File: config.mk
export PLATFORM = sky130hd
export DESIGN_NAME = vram_arbiter
export DESIGN_NICKNAME = d
export VERILOG_FILES = /design/src/rtl/vram_arbiter.sv
export SDC_FILE = /design/constraint.sdc
export NUM_CORES = 1
export LEC_CHECK = 0
export ABC_AREA = 1
export CAP_MARGIN = 20
export CORE_MARGIN = 2
export CORE_UTILIZATION = 62
export DETAILED_ROUTE_END_ITERATION = 6
export DONT_BUFFER_PORTS = 1
export PLACE_DENSITY = 0.78
export SLEW_MARGIN = 20
export SYNTH_ARGS = -nofsm -noshare
export SYNTH_HDL_FRONTEND = slang
export SYNTH_SLANG_ARGS = --single-unit
File: constraint.sdc
create_clock -name pixClk -period 3.6 [get_ports pixClk]
set_clock_uncertainty 0.2 [all_clocks]
set_input_delay 0.18 -clock pixClk [delete_from_list [all_inputs] [get_ports pixClk]]
set_output_delay 0.18 -clock pixClk [all_outputs]
set_load 0.005 [all_outputs]
File: src/rtl/vram_arbiter.sv
// VRAM port arbiter: fixed-slot video reads win the bus, and snooped CPU writes
// are posted into a circular FIFO that drains one entry per cycle outside read slots.
module vram_arbiter #(
  parameter int ADDR_W     = 15,
  parameter int DATA_W     = 8,
  parameter int NUM_BUF    = 2,
  parameter int BSEL_W     = (NUM_BUF > 1) ? $clog2(NUM_BUF) : 1,
  parameter int FIFO_DEPTH = 4,
  parameter int SEQ_W      = 3,
  parameter int VID_SLOT   = 0
) (
  input  logic              pixClk,
  input  logic              nReset,
  input  logic [SEQ_W-1:0]  seq,
  input  logic              vidReq,
  input  logic [ADDR_W-1:0] vidAddr,
  input  logic [BSEL_W-1:0] vidBufSel,
  output logic [DATA_W-1:0] vidData,
  output logic              vidValid,
  input  logic              wrValid,
  input  logic [ADDR_W-1:0] wrAddr,
  input  logic [DATA_W-1:0] wrData,
  input  logic [BSEL_W-1:0] wrBuf,
  output logic              wrReady,
  output logic              wrOverflow,
  output logic [ADDR_W-1:0] vramAddr,
  output logic [DATA_W-1:0] vramDout,
  input  logic [DATA_W-1:0] vramDin,
  output logic              vramDoe,
  output logic              nvramOE,
  output logic              nvramWE,
  output logic [NUM_BUF-1:0] nvramCE
);

  localparam int PTR_W = $clog2(FIFO_DEPTH) + 1;
  localparam int IDX_W = PTR_W - 1;

  typedef enum logic [1:0] {IDLE, READ, WRITE} state_t;

  state_t r_state;
  state_t w_state_next;

  logic [ADDR_W-1:0] r_mem_addr [FIFO_DEPTH];
  logic [DATA_W-1:0] r_mem_data [FIFO_DEPTH];
  logic [BSEL_W-1:0] r_mem_buf  [FIFO_DEPTH];

  logic [PTR_W-1:0]   r_wr_ptr;
  logic [PTR_W-1:0]   r_rd_ptr;
  logic [PTR_W-1:0]   w_count;
  logic               w_empty;
  logic               w_push;
  logic               w_pop;
  logic [ADDR_W-1:0]  w_head_addr;
  logic [DATA_W-1:0]  w_head_data;
  logic [BSEL_W-1:0]  w_head_buf;
  logic [NUM_BUF-1:0] w_rd_ce_n;
  logic [NUM_BUF-1:0] w_wr_ce_n;

  logic               r_in_write;
  logic               r_overflow;
  logic [ADDR_W-1:0]  r_vram_addr;
  logic [DATA_W-1:0]  r_vram_dout;
  logic               r_vram_doe;
  logic               r_oe_n;
  logic [NUM_BUF-1:0] r_ce_n;
  logic [DATA_W-1:0]  r_vid_data;
  logic               r_vid_valid;

  // Pointers carry one extra bit so full and empty are distinguishable.
  assign w_count     = r_wr_ptr - r_rd_ptr;
  assign w_empty     = (w_count == '0);
  assign wrReady     = (w_count != PTR_W'(FIFO_DEPTH));
  assign w_push      = wrValid & wrReady;
  assign w_pop       = (w_state_next == WRITE);
  assign w_head_addr = r_mem_addr[r_rd_ptr[IDX_W-1:0]];
  assign w_head_data = r_mem_data[r_rd_ptr[IDX_W-1:0]];
  assign w_head_buf  = r_mem_buf[r_rd_ptr[IDX_W-1:0]];

  // Out-of-range buffer selects match no bit, so no chip is enabled.
  for (genvar gi = 0; gi < NUM_BUF; gi++) begin : g_ce
    assign w_rd_ce_n[gi] = (vidBufSel != BSEL_W'(gi));
    assign w_wr_ce_n[gi] = (w_head_buf != BSEL_W'(gi));
  end

  always_comb begin
    w_state_next = IDLE;
    if (vidReq && (seq == SEQ_W'(VID_SLOT))) begin
      w_state_next = READ;
    end else if (!w_empty) begin
      w_state_next = WRITE;
    end
  end

  always_ff @(posedge pixClk) begin
    if (w_push) begin
      r_mem_addr[r_wr_ptr[IDX_W-1:0]] <= wrAddr;
      r_mem_data[r_wr_ptr[IDX_W-1:0]] <= wrData;
      r_mem_buf[r_wr_ptr[IDX_W-1:0]]  <= wrBuf;
    end
  end

  always_ff @(posedge pixClk or negedge nReset) begin
    if (!nReset) begin
      r_state     <= IDLE;
      r_wr_ptr    <= '0;
      r_rd_ptr    <= '0;
      r_overflow  <= 1'b0;
      r_in_write  <= 1'b0;
      r_vram_addr <= '0;
      r_vram_dout <= '0;
      r_vram_doe  <= 1'b0;
      r_oe_n      <= 1'b1;
      r_ce_n      <= '1;
      r_vid_data  <= '0;
      r_vid_valid <= 1'b0;
    end else begin
      r_state <= w_state_next;
      if (w_push) r_wr_ptr <= r_wr_ptr + PTR_W'(1);
      if (w_pop)  r_rd_ptr <= r_rd_ptr + PTR_W'(1);
      if (wrValid && !wrReady) r_overflow <= 1'b1;
      // The closing edge of a READ cycle captures the bus.
      if (r_state == READ) r_vid_data <= vramDin;
      r_vid_valid <= (r_state == READ);
      r_in_write  <= w_pop;
      r_vram_doe  <= w_pop;
      r_oe_n      <= (w_state_next != READ);
      case (w_state_next)
        READ: begin
          r_vram_addr <= vidAddr;
          r_ce_n      <= w_rd_ce_n;
        end
        WRITE: begin
          r_vram_addr <= w_head_addr;
          r_vram_dout <= w_head_data;
          r_ce_n      <= w_wr_ce_n;
        end
        default: begin
          r_vram_addr <= '0;
          r_ce_n      <= '1;
        end
      endcase
    end
  end

  // Strobe only in the low half so address and data settle around it.
  assign nvramWE    = ~r_in_write | pixClk;
  assign nvramOE    = r_oe_n;
  assign nvramCE    = r_ce_n;
  assign vramAddr   = r_vram_addr;
  assign vramDout   = r_vram_dout;
  assign vramDoe    = r_vram_doe;
  assign vidData    = r_vid_data;
  assign vidValid   = r_vid_valid;
  assign wrOverflow = r_overflow;

endmodule

# == Word level (Yosys, flattened, before mapping) ==
# Memories as Yosys holds them, arrays and structs flattened. A register that Yosys moved wholly into a read port is not among the register bits.
# Index checks and enable logic that the tools add are counted.
# Widths: inputs -> output; s select.
# totals
reg_bits,37
mem_count,3
ramBits,96
# classes
eq_ne,5
n_addsub,3
n_mux,6
bitwise,5
n_reduce_logical,6
# mem_list
memory,depth,word_bits,read_ports,rd_clocked_by_memory_dff,write_ports,line_no,source
r_mem_addr,4,15,1,0,1,43,logic [ADDR_W-1:0] r_mem_addr [FIFO_DEPTH];
r_mem_data,4,8,1,1,1,44,logic [DATA_W-1:0] r_mem_data [FIFO_DEPTH];
r_mem_buf,4,1,1,0,1,45,logic [BSEL_W-1:0] r_mem_buf [FIFO_DEPTH];
# ops
op,n
$pmux 15 s2,1
$add 3x1->3 const B,2
$logic_not 3->1,2
$eq 2x1->1 const B,2
$mux 2,2
$pmux 2 s2,1
$ne 3x3->1 const B,1
$not 1->1,3
$sub 3x3->3,1
$eq 2x2->1 const B,1
$logic_and 1x1->1,2
$logic_not 1->1,2
$mux 1,2
$ne 2x1->1 const B,1
$and 1x1->1,1
$or 1x1->1,1

# == Logic depth before layout (Yosys ltp) ==
# Gate-level depths: netlist (run 1).
# logic_depth
ltp_word,6
ltp_mapped,11

==> results of run 1 <==
## registers in the layout (all words and copies together), names as in the netlist
| signal | cells |
|---|---|
| r_mem_data | 32 |
| r_wr_ptr | 3 |
| vramDout | 8 |
| r_rd_ptr | 3 |
| vidData | 8 |
| wrOverflow | 1 |
| r_state | 2 |
| r_mem_buf | 4 |
| nvramCE | 2 |
| nvramOE | 1 |
| vidValid | 1 |
| r_mem_addr | 60 |
| vramAddr | 15 |
## worst min path at each step
stage | startpoint | to | depth (start not counted)
CTS | vidAddr[1] | vramAddr[1] | 3
global route | vidAddr[1] | vramAddr[1] | 3
floorplan | nReset | r_rd_ptr[0] | 0
global placement | nReset | vramAddr[7] | 0
detailed placement | nReset | vramAddr[7] | 0
finish | vidAddr[7] | vramAddr[7] | 3
## power groups by stage
stage | logic (mW) | registers (mW) | clock network (mW)
after global placement | 1.71 | 2.50 | 0.0104
after floorplan | 1.40 | 2.47 | 0.0104
after global routing | 2.16 | 2.54 | 1.82
after CTS | 1.89 | 2.49 | 1.74
final | 1.90 | 2.50 | 1.74
after detailed placement | 1.77 | 2.52 | 0.0104
## per-layer routing
metal,global-route usage,part of all wire,vias to the layer above
met4,0.0875,0.017,0
met3,0.0837,0.086,20
met5,0,0,-
li1,-,-,1773
met1,0.335,0.40,1871
met2,0.419,0.50,189
## cells in the mapped netlist, drive strengths merged
cell type,n
nand2,118
edfxtp,96
nor2,64
o21ai,56
dfrtp,41
nand3,32
inv,26
buf,18
o22ai,13
ha,7
clkbuf,4
dfstp,3
xor2,2
a21oi,1
clkinv,1
nand4,1
o21bai,1
or2,1
## cells by family after synthesis
logic type	synth area share
adder cells (fa/ha/maj)	0.0157
AND/OR/NAND/NOR	0.160
XOR/XNOR	0.00314
AO/OA/AOI/OAI	0.0670
buffers and inverters	0.0408
flip-flops	0.714
## worst min-delay path, delay by kind of cell
| kind | cells | cell delay (ns) |
|---|---|---|
| buf+inv | 1 | 0.52 |
| simple gates | 2 | 0.11 |
## layout make-up
class / instances / area [um^2]
clock buffer: 19 / 422
clock inverter: 14 / 168
fill: 477 / 1890
inverter: 26 / 97.6
multi-input combinational: 296 / 1380
sequential: 140 / 3990
tap: 108 / 135
timing repair buffer: 64 / 641
## placed cells by master, fill, tap and decap left out, types with 8 or more instances in the layout
cell           count
buf_4              8
clkbuf_16         16
dfrtp_1           41
dlygate4sd3_1     54
edfxtp_1          96
inv_1             25
nand2_1          114
nand3_1           30
nor2_1            59
o21ai_0           56
o22ai_1           13
## through the flow
step | cell area, um^2 | setup slack [ns] | power [mW] | utilization | hold slack (ns)
3_5_place_dp | 5660 | 1.15 | 4.30 | 0.649 | -0.314
6_report | 6830 | 0.650 | 6.13 | 0.783 | 0.120
5_1_grt | 6830 | 0.495 | 6.52 | 0.783 | 0.116
2_1_floorplan | 5590 | 0.410 | 3.88 | - | -0.316
3_3_place_gp | 5660 | 1.22 | 4.22 | 0.649 | -0.315
4_1_cts | 6830 | 0.727 | 6.12 | 0.783 | 0.102
==> reports/qor.txt, run 1 <==
Status -> completed
Max Root-Sink Buffers -> 2
Root Buffer -> clkbuf_8
Worst hold path type -> input pin to flip-flop
Drt total wl -> 12,000 um
Final setup viols -> 0
Synth cell types -> 28
RSZ-0062 raised after global routing -> false
Sw Pwr -> 2.21 mW
Vias in the first global route -> 3,842
Power Density -> 898 nW/um^2
Via count -> 3,853
Initial DRC Count -> 381
Delay of the slowest critical-path stage -> 0.56 ns
Slew margin rel. -> 0.525
Comb power frac -> 0.310
Worst EP arrival -> 3.17 ns
RR Startpoint -> r_wr_ptr[1]
Net Sw Frac -> 0.360
Crit path buf inv count -> 6
Leakage power -> 2.75 nW
Sequential-to-total area share from yosys stat -> 0.714
Largest net degree at the start of global routing -> 56
Worst setup EP type -> flip-flop
Final period util -> 0.820
Top-area cell type share of the netlist area -> 0.516
DRC -> 0
Reg2Reg Setup Slack -> 1.12 ns
Fmax achieved -> 0.339 GHz
Non-Filler Instances -> 667
Setup Crit Path Kind -> input pin to flip-flop
Synth Warn # -> 0
CP delay by family, top -> buffers and inverters
Setup crit end -> vramAddr[0]
First-pass GRT wire length -> 19,300 um
Largest cells by area after synthesis -> edfxtp_1 52%, dfrtp_1 18%, nand2_1 7.7%, o21ai_0 5.0%, nor2_1 4.2%
Gpl congestion -> 0.777
Worst-Skew Late Latency -> 0.53 ns
Critical Path RT -> 3.82 ns
Vias per cell -> 5.78
Number of synthesized register bits -> 140
Post-synth net total -> 547
Setup Fix Bufs, Post-CTS -> 0
Initial core utilization -> 0.640
Worst-margin pin slew -> 0.712 ns
CTS tree -> yes
Share of layout cells above drive strength 1 -> 0.0984
Core ar. -> 8720 um^2
Internal -> 3.92 mW
Antenna diode count -> 0
Critical path launch point -> seq[2]
MaxCap Viol Count -> 0
Layout area overhead -> 22.3%
Clk slew on worst S/H paths -> 0.06 ns
Final antenna-violating net count -> 0
Hold_buf cts -> 56
H-Tree Depth -> 4
Post_cts resized -> 0
Clk network pwr share -> 0.283
Final Max Tran Viols -> 0
Cell count after placement -> 579
CP Launch Type -> input pin
GR Overflow Total -> 0
Reg2reg end -> r_mem_addr[3][5]
Antenna violations before repair -> 0
Final setup TNS -> 0 ns
Synthesized area -> 5590 um^2
DP Wirelength -> 6560 um
Total GRT Usage -> 0.259
CTS Buf Count -> 17
Port Buffers -> 0
Die width -> 98.9 um
Worst vdd ir -> 0.477 mV
Worst r2r path cells -> 7
CP cell instances -> dlygate4sd3_1, nor2_1, dlygate4sd3_1, nand2_1, dlygate4sd3_1, buf_4, clkinv_1, nand2_1, nand2_1, nand2_1, inv_1
Crit path top cell by count -> nand2_1
Die Area -> 9780 um^2
WL/cell -> 18.0 um
Sequential power share -> 0.407
Fin crit period -> 2.95 ns
Synth Instances -> 485
Drt pass-1 iters -> 7
Synth area leader -> edfxtp_1
Critical-path maximum fanout -> 33
DIE HEIGHT -> 98.9 um
Number of nets in the layout -> 608
Final hold vios -> 0
Crit-path slowest cell -> dlygate4sd3_1
Io pins -> 94
Synthesized area per cell -> 11.5 um^2
CP Depth -> 11
Row Count -> 34
(Power assumes the default switching activity.)
==> run 2, diff against run 1 <==
--- a/config.mk
+++ b/config.mk
@@ -5,7 +5,7 @@
 export SDC_FILE = /design/constraint.sdc
 export NUM_CORES = 1
 export LEC_CHECK = 0
-export ABC_AREA = 1
+export ABC_AREA = 0
 export CAP_MARGIN = 20
 export CORE_MARGIN = 2
 export CORE_UTILIZATION = 62
==> constraint.sdc (replaced) <==
create_clock -name pixClk -period 3 [get_ports pixClk]
set_clock_uncertainty 0.2 [all_clocks]
set_input_delay 0.15 -clock pixClk [delete_from_list [all_inputs] [get_ports pixClk]]
set_output_delay 0.15 -clock pixClk [all_outputs]
set_load 0.005 [all_outputs]
==> run 2 against run 1 <==
  * Synthesized cell count down 49%
  * Register-to-register slack worse by 0.91 ns
  * Clock-buffer cell count up 3
  * Sequential share of layout area up 0.66 points
  * Critical path depth down 3
  * Final cell count down 32%
  * Wire length down 15%
  * Sequential power up 20%
  * Critical endpoint is now vramAddr[12]
==> reports/qor.txt, run 2 <==
Max reg flops -> 60
Core ar. -> 8180 um^2
Final Max Tran Viols -> 0
Top-area cell type share of the netlist area -> 0.552
DP Wirelength -> 5200 um
Worst EP arrival -> 3.22 ns
Synth area leader -> edfxtp_1
DIE HEIGHT -> 95.8 um
Drt total wl -> 10,200 um
Antenna violations before repair -> 0
Drt pass-1 iters -> 4
Worst-Skew Late Latency -> 0.64 ns
Die Area -> 9180 um^2
Sequential-to-total area share from yosys stat -> 0.763
Cell area after layout -> 6760 um^2
Most common cell after layout, fill and taps aside -> edfxtp_1
Final setup viols -> 0
Setup Crit Path Kind -> input pin to flip-flop
Io pins -> 94
Worst-margin pin slew -> 0.758 ns
Fin crit period -> 2.90 ns
Setup Fix Bufs, Post-CTS -> 0
WHS -> 0.00677 ns
Synth Warn # -> 0
Row Count -> 33
Die width -> 95.8 um
Critical Path RT -> 3.32 ns
Share of layout cells above drive strength 1 -> 0.269
Vias per cell -> 5.91
Port Buffers -> 0
Synth top cells by count -> 96 x edfxtp_1, 41 x dfrtp_1, 24 x mux4_2, 17 x mux2_2, 15 x a22o_1
Fmax achieved -> 0.345 GHz
DRC -> 0
CTS tree -> yes
Largest net degree at the start of global routing -> 42
Synth cell types -> 29
Area after DPL -> 5380 um^2
MaxCap Viol Count -> 0
Fin util -> 0.826
Number of nets in the layout -> 398
Vias in the first global route -> 2,862
Clk slew on worst S/H paths -> 0.06 ns
Post_cts resized -> 0
Ys flop type -> edfxtp_1
Non-Filler Instances -> 454
Worst hold path type -> input pin to flip-flop
Slew margin rel. -> 0.493
Power Density -> 1080 nW/um^2
CP Launch Type -> input pin
Final antenna-violating net count -> 0
WL/cell -> 22.5 um
Layout area overhead -> 29.3%
Number of synthesized register bits -> 140
Cell count after placement -> 345
Synthesized area -> 5220 um^2
Count leader, synth -> edfxtp_1
Most frequent cells in the layout -> 96 x edfxtp_1, 72 x dlygate4sd3_1, 40 x dfrtp_1
Antenna diode count -> 0
Final period util -> 0.967
Final hold vios -> 0
Status -> completed
Synth Instances -> 246
GR Overflow Total -> 0
Synthesized area per cell -> 21.2 um^2
Final setup TNS -> 0 ns
Initial core utilization -> 0.639
Worst vdd ir -> 0.761 mV
Largest cells by area after synthesis -> edfxtp_1 55%, dfrtp_1 20%, mux4_2 10%, mux2_2 3.7%, a22o_1 2.5%
Gpl congestion -> 0.703
Critical-path maximum fanout -> 21
Leakage power -> 2.53 nW
RSZ-0062 raised after global routing -> false
Via count -> 2,682
Post-synth net total -> 308
Async set or reset register ratio after synthesis -> 0.314
Total GRT Usage -> 0.253
Initial DRC Count -> 144
First-pass GRT wire length -> 15,700 um
Worst setup EP type -> flip-flop
Number of synthesized flops with an enable pin -> 96
## run 2: area by class of cell
type,count,area [um^2]
Multi-Input combinational cell,90,1170
Timing Repair Buffer,79,838
Sequential cell,140,3990
Inverter,5,20.0
Clock buffer,22,463
Tap cell,105,131
Clock inverter,13,141
Fill cell,381,1420
## run 2: per-stage QoR
step	power (mW)	setup WS, ns
floorplan	4.38	0.00332
global placement	4.80	0.442
detailed placement	4.89	0.355
CTS	7.35	0.156
global route	7.67	0.0363
finish	7.31	0.0983
## run 2: kinds of logic after synthesis
kind of cell | Yosys count | share of synthesized area
AOI/OAI and AO/OA | 22 | 0.0364
xor gates and xnor gates | 7 | 0.0117
adders and majority gates | 7 | 0.0168
buffers and inverters | 16 | 0.0148
DFF | 140 | 0.763
muxes | 42 | 0.143
and+or+nand+nor | 12 | 0.0139
## run 2: worst paths after layout
check                       startpoint            to  slack, ns  cells after the start
max                             seq[2]  vramAddr[12]        0.1                      8
min                         vidAddr[2]   vramAddr[2]      0.007                      2
max reg2reg                r_wr_ptr[0]  vramAddr[12]       0.21                      8
min reg2reg                r_rd_ptr[2]   r_rd_ptr[2]       0.31                      1
max in group asynchronous       nReset   r_rd_ptr[0]       1.90                      4
min in group asynchronous       nReset    nvramCE[0]       0.46                      3
## run 2: worst max-delay path, cell delays in order
cell	delay, ns
dlygate4sd3_1	0.54
or4b_4	0.48
dlygate4sd3_1	0.65
clkinv_2	0.31
a21oi_4	0.13
buf_12	0.20
a22o_1	0.20
dlygate4sd3_1	0.56
## run 2: timing repair
action	CTS	global route
endpoints found under the hold margin	196	0
endpoints found under the setup margin	0	0
hold buffers	74	0
## run 2: per-layer routing
metal	part of all wire	track usage	wire, um	vias to the layer above
met5	0	0	0	-
met4	0.013	0.104	136	0
met3	0.055	0.0846	563	15
met2	0.54	0.401	5470	87
met1	0.40	0.325	4050	1414
li1	-	-	-	1166
## run 2: where the power goes
part	total [mW]	leakage [nW]	switching [mW]	internal, mW
registers	2.99	1.40	0.255	2.74
logic	2.21	0.843	1.05	1.17
clock network	2.10	0.284	0.824	1.28
total	7.31	2.53	2.13	5.18
==> run 3, diff against run 2 <==
==> constraint.sdc (replaced) <==
create_clock -name pixClk -period 3.1 [get_ports pixClk]
set_clock_uncertainty 0.2 [all_clocks]
set_input_delay 0.155 -clock pixClk [delete_from_list [all_inputs] [get_ports pixClk]]
set_output_delay 0.155 -clock pixClk [all_outputs]
set_load 0.005 [all_outputs]
==> run 3 against run 2 <==
  * Combinational power about the same
  * Clock power grew 9%
  * Sequential cell count did not move
  * Via count is 0.37% higher
  * Design area is 1.5% higher
  * Sequential power decreased by 3%
  * Final cell count is 1.3% higher
  * Global-route usage rose by 0.98 points
  * Worst setup slack gained 0.15 ns
  * Critical path type unchanged
  * Critical endpoint is now vramAddr[4]
  * Largest cell class unchanged
  * Largest power group unchanged
==> reports/qor.txt, run 3 (synthesis gave the netlist of run 2 again) <==
Worst setup EP type -> flip-flop
Worst EP arrival -> 3.17 ns
Io pins -> 94
Power Density -> 1080 nW/um^2
Fin util -> 0.839
Number of nets in the layout -> 404
Final setup TNS -> 0 ns
Worst r2r path cells -> 8
Worst-Skew Late Latency -> 0.64 ns
Final hold vios -> 0
Row Count -> 33
Final setup viols -> 0
WL/cell -> 22.9 um
Max reg flops -> 60
DP Wirelength -> 5260 um
Via count -> 2,692
HP Start -> vramDin[2]
DIE HEIGHT -> 95.8 um
Vias per cell -> 5.85
Setup Crit Path Kind -> input pin to flip-flop
DRC -> 0
Non-Filler Instances -> 460
Port Buffers -> 0
Cell count after placement -> 350
Drt pass-1 iters -> 4
Fmax achieved -> 0.350 GHz
RSZ-0062 raised after global routing -> false
Antenna violations before repair -> 0
Critical Path RT -> 3.41 ns
Critical-path maximum fanout -> 18
WHS -> 0.00857 ns
Clk slew on worst S/H paths -> 0.06 ns
Gpl congestion -> 0.723
Area after DPL -> 5400 um^2
Core ar. -> 8180 um^2
Hold endpoint -> vidData[2]
Vias in the first global route -> 2,921
Worst vdd ir -> 0.651 mV
Die width -> 95.8 um
CTS tree -> yes
Cell area after layout -> 6860 um^2
Initial DRC Count -> 152
Fin crit period -> 2.85 ns
Worst hold path type -> input pin to flip-flop
Largest net degree at the start of global routing -> 42
Final antenna-violating net count -> 0
Share of layout cells above drive strength 1 -> 0.282
Reg2reg end -> vramAddr[4]
Layout area overhead -> 31.3%
MaxCap Viol Count -> 0
Initial core utilization -> 0.639
Total GRT Usage -> 0.262
Most frequent cells in the layout -> 96 x edfxtp_1, 70 x dlygate4sd3_1, 40 x dfrtp_1
Post_cts resized -> 0
First-pass GRT wire length -> 16,000 um
Most common cell after layout, fill and taps aside -> edfxtp_1
Final period util -> 0.921
Die Area -> 9180 um^2
Slew margin rel. -> 0.547
Worst-margin pin slew -> 0.678 ns
RR Startpoint -> r_wr_ptr[0]
Drt total wl -> 10,500 um
Antenna diode count -> 0
Reg2Reg Setup Slack -> 0.34 ns
GR Overflow Total -> 0
Status -> completed
Final Max Tran Viols -> 0
Hold path depth -> 2
CP Launch Type -> input pin
Leakage power -> 2.60 nW
[run 3: cell count changes in the layout (fill, tap and decap cells not counted), sizes merged]
| cell | delta |
|---|---|
| dlygate4sd3 | -2 |
| bufinv | +3 |
| clkbuf | +2 |
| buf | +8 |
| clkinvlp | -4 |
| clkinv | +3 |
| inv | -4 |
[run 3: what timing repair did]
item	CTS	global route
hold endpoints to repair	196	0
buffers inserted	0	3
setup endpoints to repair	0	5
hold buffers	72	0
[run 3: routing by layer]
layer	part of all wire	wire, um	GRT usage	vias up
li1	-	-	-	1171
met1	0.39	4130	0.320	1391
met2	0.53	5560	0.419	116
met3	0.065	681	0.0987	14
met4	0.016	170	0.123	0
met5	0	0	0	-
[run 3: power breakdown]
part           internal, mW  leakage [nW]  switching, mW  total, mW
registers              2.65          1.40          0.259       2.90
logic                  1.16         0.862           1.03       2.19
clock network          1.52         0.337          0.763       2.28
[run 3: worst max-delay path by stage]
stage	start	cells past startpoint	slack, ns	to
floorplan	r_rd_ptr[1]	8	0.05	r_mem_addr[0][0]
global placement	r_wr_ptr[0]	7	0.73	r_mem_addr[2][0]
detailed placement	r_wr_ptr[0]	7	0.56	r_mem_addr[2][8]
CTS	seq[2]	8	0.11	vramAddr[0]
global route	seq[2]	8	0.18	vramAddr[5]
finish	seq[2]	8	0.25	vramAddr[4]
[run 3: critical path, stage by stage]
cell and delay [ns]:
dlygate4sd3_1 0.54, or4b_4 0.47, dlygate4sd3_1 0.64, clkinv_2 0.29, a21oi_4 0.10, buf_4 0.20
a22o_1 0.19, dlygate4sd3_1 0.57
[run 3: cell type report]
cell class                      instances  area (um^2)
Tap cell                              105          131
Timing Repair Buffer                   85          866
Clock buffer                           24          490
Sequential cell                       140         3990
Multi-Input combinational cell         90         1170
Inverter                                5         20.0
Fill cell                             392         1320
Clock inverter                         11          190
[run 3: through the flow]
step           setup slack, ns  power (mW)
5_1_grt                  0.183        7.72
3_5_place_dp             0.560        4.69
2_1_floorplan           0.0506        4.24
6_report                 0.245        7.37
3_3_place_gp             0.727        4.62
4_1_cts                  0.110        7.31
